==> src/rtl/adder_cla_pipe.sv <==
// Pipelined carry-lookahead add/subtract: one GROUP_W-bit CLA group per stage, carries registered between stages.
// Optional saturation of the final result when ADDER_CLA_PIPE_SAT_EN is defined. Requires WIDTH/GROUP_W >= 2.
module adder_cla_pipe #(
    parameter int WIDTH   = 16,
    parameter int GROUP_W = 4
) (
    input  logic             clk,
    input  logic             rst,
    input  logic             in_valid,
    output logic             in_ready,
    input  logic [WIDTH-1:0] a,
    input  logic [WIDTH-1:0] b,
    input  logic             sub,
    output logic             out_valid,
    input  logic             out_ready,
    output logic [WIDTH-1:0] s,
    output logic             cout,
    output logic             ovfl,
    output logic             zero,
    output logic             neg
);

    localparam int NSTG = WIDTH / GROUP_W;

    // Returns {carries c[GROUP_W:1], sum}; every carry is a flat lookahead term of g/p/ci.
    function automatic logic [2*GROUP_W-1:0] cla_group(
        input logic [GROUP_W-1:0] x,
        input logic [GROUP_W-1:0] y,
        input logic               ci
    );
        logic [GROUP_W-1:0] g;
        logic [GROUP_W-1:0] p;
        logic [GROUP_W-1:0] sum;
        logic [GROUP_W:0]   c;
        logic               pp;
        g    = x & y;
        p    = x ^ y;
        c    = '0;
        c[0] = ci;
        for (int i = 0; i < GROUP_W; i++) begin
            c[i+1] = g[i];
            pp     = p[i];
            for (int j = i - 1; j >= 0; j--) begin
                c[i+1] = c[i+1] | (pp & g[j]);
                pp     = pp & p[j];
            end
            c[i+1] = c[i+1] | (pp & ci);
        end
        sum = p ^ c[GROUP_W-1:0];
        return {c[GROUP_W:1], sum};
    endfunction

    logic                   adv;
    logic [WIDTH-1:0]       a_in [NSTG];
    logic [WIDTH-1:0]       b_in [NSTG];
    logic [WIDTH-1:0]       s_in [NSTG];
    logic [WIDTH-1:0]       s_nx [NSTG];
    logic                   c_in [NSTG];
    logic                   c_nx [NSTG];
    logic [2*GROUP_W-1:0]   grp  [NSTG];

    logic [WIDTH-1:0]       a_q  [NSTG-1];
    logic [WIDTH-1:0]       b_q  [NSTG-1];
    logic [WIDTH-1:0]       s_q  [NSTG-1];
    logic                   c_q  [NSTG-1];
    logic                   v_q  [NSTG-1];

    logic [WIDTH-1:0]       s_f;
    logic                   ovfl_f;

    assign adv      = ~out_valid | out_ready;
    assign in_ready = adv;

    for (genvar k = 0; k < NSTG; k++) begin : g_stage
        localparam logic [WIDTH-1:0] GMASK =
            {{(WIDTH-GROUP_W){1'b0}}, {GROUP_W{1'b1}}} << (k*GROUP_W);
        if (k == 0) begin : g_first
            assign a_in[k] = a;
            assign b_in[k] = sub ? ~b : b;
            assign s_in[k] = '0;
            assign c_in[k] = sub;
        end else begin : g_next
            assign a_in[k] = a_q[k-1];
            assign b_in[k] = b_q[k-1];
            assign s_in[k] = s_q[k-1];
            assign c_in[k] = c_q[k-1];
        end
        assign grp[k]  = cla_group(a_in[k][k*GROUP_W +: GROUP_W],
                                   b_in[k][k*GROUP_W +: GROUP_W], c_in[k]);
        assign s_nx[k] = (s_in[k] & ~GMASK)
                       | (WIDTH'(grp[k][GROUP_W-1:0]) << (k*GROUP_W));
        assign c_nx[k] = grp[k][2*GROUP_W-1];
    end

    // Overflow implies both operand MSBs agree, so a's MSB alone picks the saturation rail.
    always_comb begin
        ovfl_f = c_nx[NSTG-1] ^ grp[NSTG-1][2*GROUP_W-2];
`ifdef ADDER_CLA_PIPE_SAT_EN
        if (ovfl_f)
            s_f = a_in[NSTG-1][WIDTH-1] ? {1'b1, {(WIDTH-1){1'b0}}}
                                        : {1'b0, {(WIDTH-1){1'b1}}};
        else
            s_f = s_nx[NSTG-1];
`else
        s_f = s_nx[NSTG-1];
`endif
    end

    always_ff @(posedge clk) begin
        if (rst) begin
            for (int k = 0; k < NSTG-1; k++) begin
                a_q[k] <= '0;
                b_q[k] <= '0;
                s_q[k] <= '0;
                c_q[k] <= 1'b0;
                v_q[k] <= 1'b0;
            end
            out_valid <= 1'b0;
            s         <= '0;
            cout      <= 1'b0;
            ovfl      <= 1'b0;
            zero      <= 1'b0;
            neg       <= 1'b0;
        end else if (adv) begin
            v_q[0] <= in_valid;
            for (int k = 1; k < NSTG-1; k++) v_q[k] <= v_q[k-1];
            for (int k = 0; k < NSTG-1; k++) begin
                a_q[k] <= a_in[k];
                b_q[k] <= b_in[k];
                s_q[k] <= s_nx[k];
                c_q[k] <= c_nx[k];
            end
            out_valid <= v_q[NSTG-2];
            s         <= s_f;
            cout      <= c_nx[NSTG-1];
            ovfl      <= ovfl_f;
            zero      <= (s_f == '0);
            neg       <= s_f[WIDTH-1];
        end
    end

endmodule

==> config.mk <==
export PLATFORM = sky130hd
export DESIGN_NAME = adder_cla_pipe
export DESIGN_NICKNAME = d
export VERILOG_FILES = /design/src/rtl/adder_cla_pipe.sv
export SDC_FILE = /design/constraint.sdc
export NUM_CORES = 1
export LEC_CHECK = 0
export BUFFER_PORTS_ARGS = -buffer_cell sky130_fd_sc_hd__buf_2
export CAP_MARGIN = 20
export CORE_ASPECT_RATIO = 0.5
export CORE_MARGIN = 2
export CORE_UTILIZATION = 40
export CTS_CLUSTER_DIAMETER = 40
export DETAILED_ROUTE_END_ITERATION = 8
export PLACE_DENSITY = 0.67
export REMOVE_ABC_BUFFERS = 1
export SYNTH_ARGS = -nofsm -noshare
export SYNTH_HDL_FRONTEND = slang
export SYNTH_SLANG_ARGS = --single-unit
export TNS_END_PERCENT = 5
==> constraint.sdc <==
create_clock -name clk -period 2.8 [get_ports clk]
set_clock_uncertainty 0.1 [all_clocks]
set_input_delay 0.14 -clock clk [delete_from_list [all_inputs] [get_ports clk]]
set_output_delay 0.14 -clock clk [all_outputs]
set_load 0.01 [all_outputs]
Word level (Yosys, flattened, before mapping)
Memory sizes are Yosys's and may differ from the RTL's. A register that Yosys moved wholly into a read port is not among the register bits.
Cells that the tools add are included.
{"block": "totals", "register_bits": 20, "ram_bits": 150, "in_bits": 37, "out_inout_bits": 22, "word_cells": 170, "n_memories": 5}
{"block": "op_classes", "mux": 21, "n_bitwise": 138, "reduce_logical": 1}
{"name": "a_q", "depth": 3, "word_bits": 16, "read_ports": 3, "rd_clocked_by_memory_dff": 0, "wr": 3, "line_no": "62", "source": "logic [WIDTH-1:0] a_q [NSTG-1];"}
{"name": "b_q", "depth": 3, "word_bits": 16, "read_ports": 3, "rd_clocked_by_memory_dff": 0, "wr": 3, "line_no": "63", "source": "logic [WIDTH-1:0] b_q [NSTG-1];"}
{"name": "s_q", "depth": 3, "word_bits": 16, "read_ports": 3, "rd_clocked_by_memory_dff": 0, "wr": 3, "line_no": "64", "source": "logic [WIDTH-1:0] s_q [NSTG-1];"}
{"name": "c_q", "depth": 3, "word_bits": 1, "read_ports": 3, "rd_clocked_by_memory_dff": 0, "wr": 3, "line_no": "65", "source": "logic c_q [NSTG-1];"}
{"name": "v_q", "depth": 3, "word_bits": 1, "read_ports": 3, "rd_clocked_by_memory_dff": 1, "wr": 3, "line_no": "66", "source": "logic v_q [NSTG-1];"}
{"cell": "$mux W16", "count": 10}
{"cell": "$and A1 B1 Y1", "count": 64}
{"cell": "$or A1 B1 Y1", "count": 56}
{"cell": "$xor A4 B4 Y4", "count": 8}
{"cell": "$and A4 B4 Y4", "count": 4}
{"cell": "$logic_not A16 Y1", "count": 1}
{"cell": "$not A16 Y16", "count": 1}
{"cell": "$or A12 B16 Y16", "count": 1}
{"cell": "$or A16 B12 Y16", "count": 1}
{"cell": "$or A16 B8 Y16", "count": 1}
{"cell": "$mux W1", "count": 11}
{"cell": "$not A1 Y1", "count": 1}
{"cell": "$xor A1 B1 Y1", "count": 1}

Depth between registers and ports, before layout
Gate-level depths: netlist (run 1).
{"block": "depth", "word_depth": 9, "depth_mapped": 8, "mapped_depth_nobuf": 6}

Least setup slack after synthesis (run 1)
No wires, ideal clock.
{"block": "synth_path", "kind": "register -> register", "start": "register out_valid (read register of v_q)", "end": "memory a_q[0][10] (enable)", "setup_time_ps": 432, "arrival_time_ps": 2405, "t_required_ps": 2268, "slack_ps": -137, "path_stages_with_launch": 6, "n_path_buf": 1, "period_less_slack_ps": 2937, "path_cell_list": "dfxtp_1 -> nor2b_4 -> inv_2 -> clkbuf_1 -> nor2_1 -> inv_1"}
{"item": "from (decl)", "line_no": "14", "source": "output logic out_valid,"}
{"item": "to (decl)", "line_no": "62"}

==> metrics.md, run 1 <==
| Metric | Value |
|---|---|
| Wire per inst | `12.9 um` |
| Flops & latches, synth | `98` |
| TritonCTS clock tree | `built` |
| Worst-case clock buffer depth | `2` |
| Final Hold Fails | `0` |
| Hold crit path type | `primary input to flop` |
| Core region area | `10300 um2` |
| RSZ-0062 raised after global routing | `no` |
| Commonest cells post-synth | `edfxtp_1, and2_1, nand2_1` |
| Status | `complete, no violations` |
| Post-detailed-routing wire length | `7260 um` |
| Port Buffers | `58` |
| Iteration-0 DRC Markers | `128` |
| Placed Instances | `533` |
| Post-CTS setup buffer count | `0` |
| Routability cong. | `0.741` |
| Worst setup path category | `flop to flop` |
| Slowest Stage Delay on Critical Path | `0.52 ns` |
| Leading register cell type out of synthesis | `edfxtp_1` |
| Fin Hold WS | `0.0194 ns` |
| Final setup violation count | `0` |
| Worst reg2reg startpoint | `c_q[0][2]` |
| Post-synth EDFFs | `78` |
| Max-slew headroom | `67.0%` |
| Starting Density | `41.7%` |
| Tightest Pin Transition | `0.494 ns` |
| Initial antenna violation count | `0` |
| Crit path launch | `c_q[0][2]` |
| Non-filler cells, final | `562` |
| Ys Warns | `0` |
| Most numerous cell in the Yosys netlist | `edfxtp_1` |
| P_leak | `0.00223 uW` |
| DRT antenna net count | `0` |
| IO Pins | `59` |
| Critical Path RT | `2.96 ns` |
| CTS sink cnt | `98` |
| Critical-path cell list | `inv_1 -> fa_1 -> xnor2_1 -> or4_4 -> o31ai_2` |
| Rows | `26` |
| Pre-Repair DR Iteration Count | `4` |
| CTS root buf | `clkbuf_16` |
| CP max-delay cell | `or4_4` |
| Fin crit share | `67.1%` |
| Drt drc | `0` |
| Total Routing Usage GR | `13.6%` |
| Die area | `11700 um2` |
| Clock transition at the registers of the reported paths | `0.06 ns` |
| Min-delay src | `b[6]` |
| Ys async rst share | `0%` |
| FMAX | `532 MHz` |
| Post-synth top area share | `54.3%` |
| Post-synthesis sequential area ratio | `63.5%` |
| Synth Area per Inst | `12.4 um2` |
| Synthesized area | `4320 um2` |
| Post-synth top area cell | `edfxtp_1` |
| Die width | `151 um` |
| Critical path launch point type | `flop` |
| MaxCap Viol Count | `0` |
| Pin count of the biggest net entering global routing | `73` |
| CTS buffer count | `9` |
| Layout cells sized above 1 | `20.4%` |
| Crit path time final | `1.88 ns` |
| First-pass GRT wire length | `12000 um` |
| Synth unique cells | `38` |
| Crit end category | `flop` |
| Overflow after GRT | `0` |
| Top post-synthesis cells by area | `edfxtp_1, dfxtp_1, and2_1` |
| Critical path peak fanout | `3` |
| Post-cts resize count | `0` |
| Vias in the first global route | `2404` |
| ANT cells | `0` |
| CP arrival | `2.04 ns` |
| Synthesis-to-finish area growth | `20.8%` |
| Via count | `2536` |
| Vert. Die Dim | `77.5 um` |
| Detailed-placement wirelength estimate | `4750 um` |
| Hold Buf Count CTS | `13` |
| Vias per cell | `4.51` |
| H-tree levels | `3` |
| Power per Cell Area | `631 nW/um2` |
| Worst-Skew Late Latency | `0.34 ns` |
| Final net count | `473` |
| Cells after Synth | `347` |
| Worst VDD drop | `0.318 mV` |
| Final Slew Violations | `0` |
[metrics by stage]
stage / instance area [um2] / TNS [ns] / total power (uW) / setup WS (ns) / utilization, %
3_5_place_dp: 4770 / 0 / 2050 / 0.943 / 46.2
4_1_cts: 5210 / 0 / 3330 / 0.917 / 50.4
6_report: 5210 / 0 / 3290 / 0.920 / 50.4
2_1_floorplan: 4240 / -8.03 / 1940 / -0.103 / -
5_1_grt: 5210 / 0 / 3440 / 0.773 / 50.4
3_3_place_gp: 4770 / 0 / 2050 / 0.978 / 46.2
[final timing paths]
check,to,slack (ns),depth (start not counted)
worst max-delay path,zero,0.92,5
worst min-delay path,b_q[0][6],0.02,3
worst max register to register,zero,0.92,5
worst min register to register,s[13],0.35,2
[area by class of cell]
class / count / area (um2)
Fill cell: 917 / 5130
Sequential cell: 98 / 2740
Multi-Input combinational cell: 222 / 1470
Timing Repair Buffer: 76 / 483
Clock buffer: 9 / 225
Tap cell: 140 / 175
Clock inverter: 7 / 83.8
Inverter: 10 / 37.5
[power by group]
group,leakage [uW],internal [uW],switching [uW]
Sequential,0.00108,1680,41.0
Combinational,0.00100,157,153
Clock,0.000148,771,487
[cells in the final DEF (no fill, tap or decap), drive strengths merged, types with 10 or more instances in the layout]
cell         instances
ha                  16
nand2               35
xnor2               18
nor2                34
buf                 63
edfxtp              78
dfxtp               20
a21oi               18
inv                 10
dlygate4sd3         13
and2                54
[critical path: cells and delay by family (launching register included)]
kind                     cells  cell delay (ns)
AND/OR/NAND/NOR              1             0.52
flip-flops                   1             0.41
adder cells (fa/ha/maj)      1             0.38
AO/OA/AOI/OAI                1             0.17
XOR/XNOR                     1             0.15
buffers and inverters        1             0.07
[registers in the layout, summed over array words and instances (netlist names)]
name and cells:
a_q 24, b_q 24, c_q 3, cout 1
out_valid 1, ovfl 1, s 16, s_q 24
v_q 3, zero 1
[metal layers]
metal / routed length (um) / GRT usage (%) / up-vias
met1: 3590 / 19.3 / 1149
met4: 136 / 5.89 / 0
li1: - / - / 1322
met2: 3140 / 19.5 / 55
met5: 0 / 0 / -
met3: 388 / 3.71 / 10
[cell families after synthesis]
family	after synthesis	share of synthesized area, %
adder cells (fa/ha/maj)	19	6.03
buffers and inverters	27	2.55
AND/OR/NAND/NOR	134	15.9
flip-flops	98	63.5
XOR/XNOR	24	4.87
AO/OA/AOI/OAI	40	5.97
multiplexers	5	1.16
No activity file was read; power rests on OpenSTA's default activity.
==> inputs of run 2 (changes only) <==
==> constraint.sdc (replaced) <==
create_clock -name clk -period 1.6 [get_ports clk]
set_clock_uncertainty 0.1 [all_clocks]
set_input_delay 0.08 -clock clk [delete_from_list [all_inputs] [get_ports clk]]
set_output_delay 0.08 -clock clk [all_outputs]
set_load 0.01 [all_outputs]
==> metrics.md, run 2 (synthesis gave the netlist of run 1 again) <==
| Metric | Value |
|---|---|
| Die width | `151 um (unchanged)` |
| H-tree levels | `3 (unchanged)` |
| Worst-case clock buffer depth | `2 (unchanged)` |
| Fin area | `5540 um2 (+6.3%)` |
| Vias per cell | `4.54 (+0.50%)` |
| Pin count of the biggest net entering global routing | `41 (-44%)` |
| Fin worst setup slack | `-0.250 ns (-1.17 ns)` |
| Setup_tns | `-0.450 ns (-0.450 ns)` |
| Critical Path RT | `1.75 ns (-1.21 ns)` |
| Vias in the first global route | `2599 (+8.1%)` |
| Wire per inst | `13.0 um (+0.79%)` |
| Dpl cell area | `4970 um2 (+4.0%)` |
| Vert. Die Dim | `77.5 um (unchanged)` |
| Final setup violation count | `6 (+6)` |
| Most frequent cells in the layout | `edfxtp_1, buf_2, and2_1, nand2_1, nor2_1` |
| Worst VDD drop | `0.478 mV (+50%)` |
| Failing checks | `negative setup slack` |
| Final net count | `509 (+7.6%)` |
| Worst setup path category | `flop to flop` |
| Final Slew Violations | `0 (unchanged)` |
| Core region area | `10300 um2 (unchanged)` |
| Die area | `11700 um2 (unchanged)` |
| FMAX | `541 MHz (+1.6%)` |
| Combinational power share | `10.9% (+1.5 points)` |
| Layout cells sized above 1 | `25.8% (+5.4 points)` |
| Post-detailed-routing wire length | `7780 um (+7.3%)` |
| Drt drc | `0 (unchanged)` |
| Power per Cell Area | `1040 nW/um2 (+65%)` |
| Port Buffers | `58 (unchanged)` |
| CTS sink cnt | `98 (unchanged)` |
| Crit end category | `flop` |
| Via count | `2712 (+6.9%)` |
| RSZ-0062 raised after global routing | `yes` |
| Tightest Pin Transition | `0.296 ns (-0.199 ns)` |
| CTS buffer count | `9 (unchanged)` |
| Final Hold Fails | `0 (unchanged)` |
| Pre-Repair DR Iteration Count | `4 (unchanged)` |
| CTS root buf | `clkbuf_16` |
| MaxCap Viol Count | `0 (unchanged)` |
| Most common cell after layout, fill and taps aside | `edfxtp_1` |
| Total Routing Usage GR | `14.3% (+0.74 points)` |
| Post-Place Setup Slack | `-0.276 ns (-1.22 ns)` |
| Critical path peak fanout | `2 (-1)` |
| Critical path launch point type | `flop` |
| First-pass GRT wire length | `12900 um (+7.1%)` |
| Rows | `26 (unchanged)` |
| Fin crit share | `116% (+48 points)` |
| DRT antenna net count | `0 (unchanged)` |
| Hold crit path type | `primary input to flop` |
| TritonCTS clock tree | `built` |
| Sw Ratio | `22.1% (+1.4 points)` |
| Filler Cell Count | `876 (-4.5%)` |
| P_leak | `0.00241 uW (+7.8%)` |
| Crit path time final | `1.85 ns (-0.0299 ns)` |
| CP arrival | `2.00 ns (-0.04 ns)` |
| Synthesis-to-finish area growth | `28.4%` |
| Routability cong. | `0.770 (+4.0%)` |
| Worst-Skew Late Latency | `0.34 ns (about the same)` |
| Slowest Stage Delay on Critical Path | `0.57 ns (+0.05 ns)` |
| Clock power share | `36.8% (-1.4 points)` |
| Final core occ | `53.6% (+3.2 points)` |
| IO Pins | `59 (unchanged)` |
| Max-slew headroom | `80.1% (+13 points)` |
| Sequential share of power | `52.2% (-0.2 points)` |
| ANT cells | `0 (unchanged)` |
| Overflow after GRT | `0 (unchanged)` |
| Initial antenna violation count | `0 (unchanged)` |
| CP max-delay cell | `fa_2` |
| Cell internal pwr | `4490 uW (+72%)` |
| Starting Density | `41.7% (unchanged)` |
| NetSw | `1280 uW (+87%)` |
| Detailed-placement wirelength estimate | `5180 um (+9.0%)` |
| Status | `complete, but fails checks` |
| Clock transition at the registers of the reported paths | `0.06 ns (about the same)` |
| CP delay by family, top | `adder cells` |
| Critical-path cell list | `inv_1 -> fa_2 -> nand3_1 -> or4_4 -> o31ai_2` |
| Iteration-0 DRC Markers | `121 (-5.5%)` |
| CP Buf/Inv Count | `1 (unchanged)` |
| Largest regs | `a_q: 24 flops, b_q: 24 flops, s_q: 24 flops` |
==> run 2: cell count changes in the layout (fill, tap and decap cells not counted), moves of 2 or more <==
cell / change
a21oi_1: -2
a21oi_2: +2
buf_4: +23
clkinv_1: -2
dlygate4sd3_1: +12
o21ai_0: -2
o21ai_2: +2
==> run 2: worst min-delay path, stage by stage <==
cell and delay (ns):
buf_2 0.16, buf_4 0.18, a21oi_1 0.04
==> run 2: metrics by stage <==
| stage | instances | hold slack (ns) | total power (uW) |
|---|---|---|---|
| 6_report | 598 | 0.0798 | 5770 |
| 5_1_grt | 598 | 0.0877 | 6010 |
| 3_3_place_gp | 557 | 0.255 | 3630 |
| 3_5_place_dp | 557 | 0.261 | 3650 |
| 4_1_cts | 598 | 0.0713 | 5810 |
| 2_1_floorplan | 330 | 0.0491 | 3390 |
==> run 2: repair_timing <==
action / in CTS / in global routing
resized for setup: 7 / 2
pin swaps: 7 / 2
hold endpoints to repair: 25 / 0
setup buffers: 0 / 0
setup endpoints to repair: 10 / 12
hold buffers: 25 / 0
==> run 2: power groups by stage <==
stage | Sequential (uW) | Clock, uW | Combinational [uW]
floorplan | 3060 | 0 | 330
finish | 3010 | 2120 | 630
global route | 3030 | 2270 | 716
global placement | 3060 | 0 | 570
detailed placement | 3070 | 0 | 578
CTS | 3020 | 2160 | 637
==> run 2: final cells by class <==
cell class                      count  area [um2]  share of cell area, %
Sequential cell                    98        2740                   49.5
Multi-Input combinational cell    222        1500                   27.0
Timing Repair Buffer              112         796                   14.4
Clock buffer                        9         225                   4.06
Tap cell                          140         175                   3.16
Clock inverter                      7        68.8                   1.24
Inverter                           10        37.5                  0.677
==> run 2: layer usage <==
| metal | track usage [%] | routed length, um | vias to the layer above |
|---|---|---|---|
| met1 | 20.0 | 3880 | 1250 |
| met5 | 0 | 0 | - |
| met3 | 4.06 | 364 | 7 |
| li1 | - | - | 1398 |
| met2 | 21.4 | 3470 | 57 |
| met4 | 5.23 | 65 | 0 |
==> run 2: final timing paths <==
kind / from / endpoint / slack [ns] / depth (start not counted)
setup / recovery: a_q[0][44] / zero / -0.25 / 5
hold / removal: rst / s[2] / 0.08 / 3
setup reg to reg: a_q[0][44] / zero / -0.25 / 5
hold reg to reg: s[8] / s[8] / 0.35 / 2
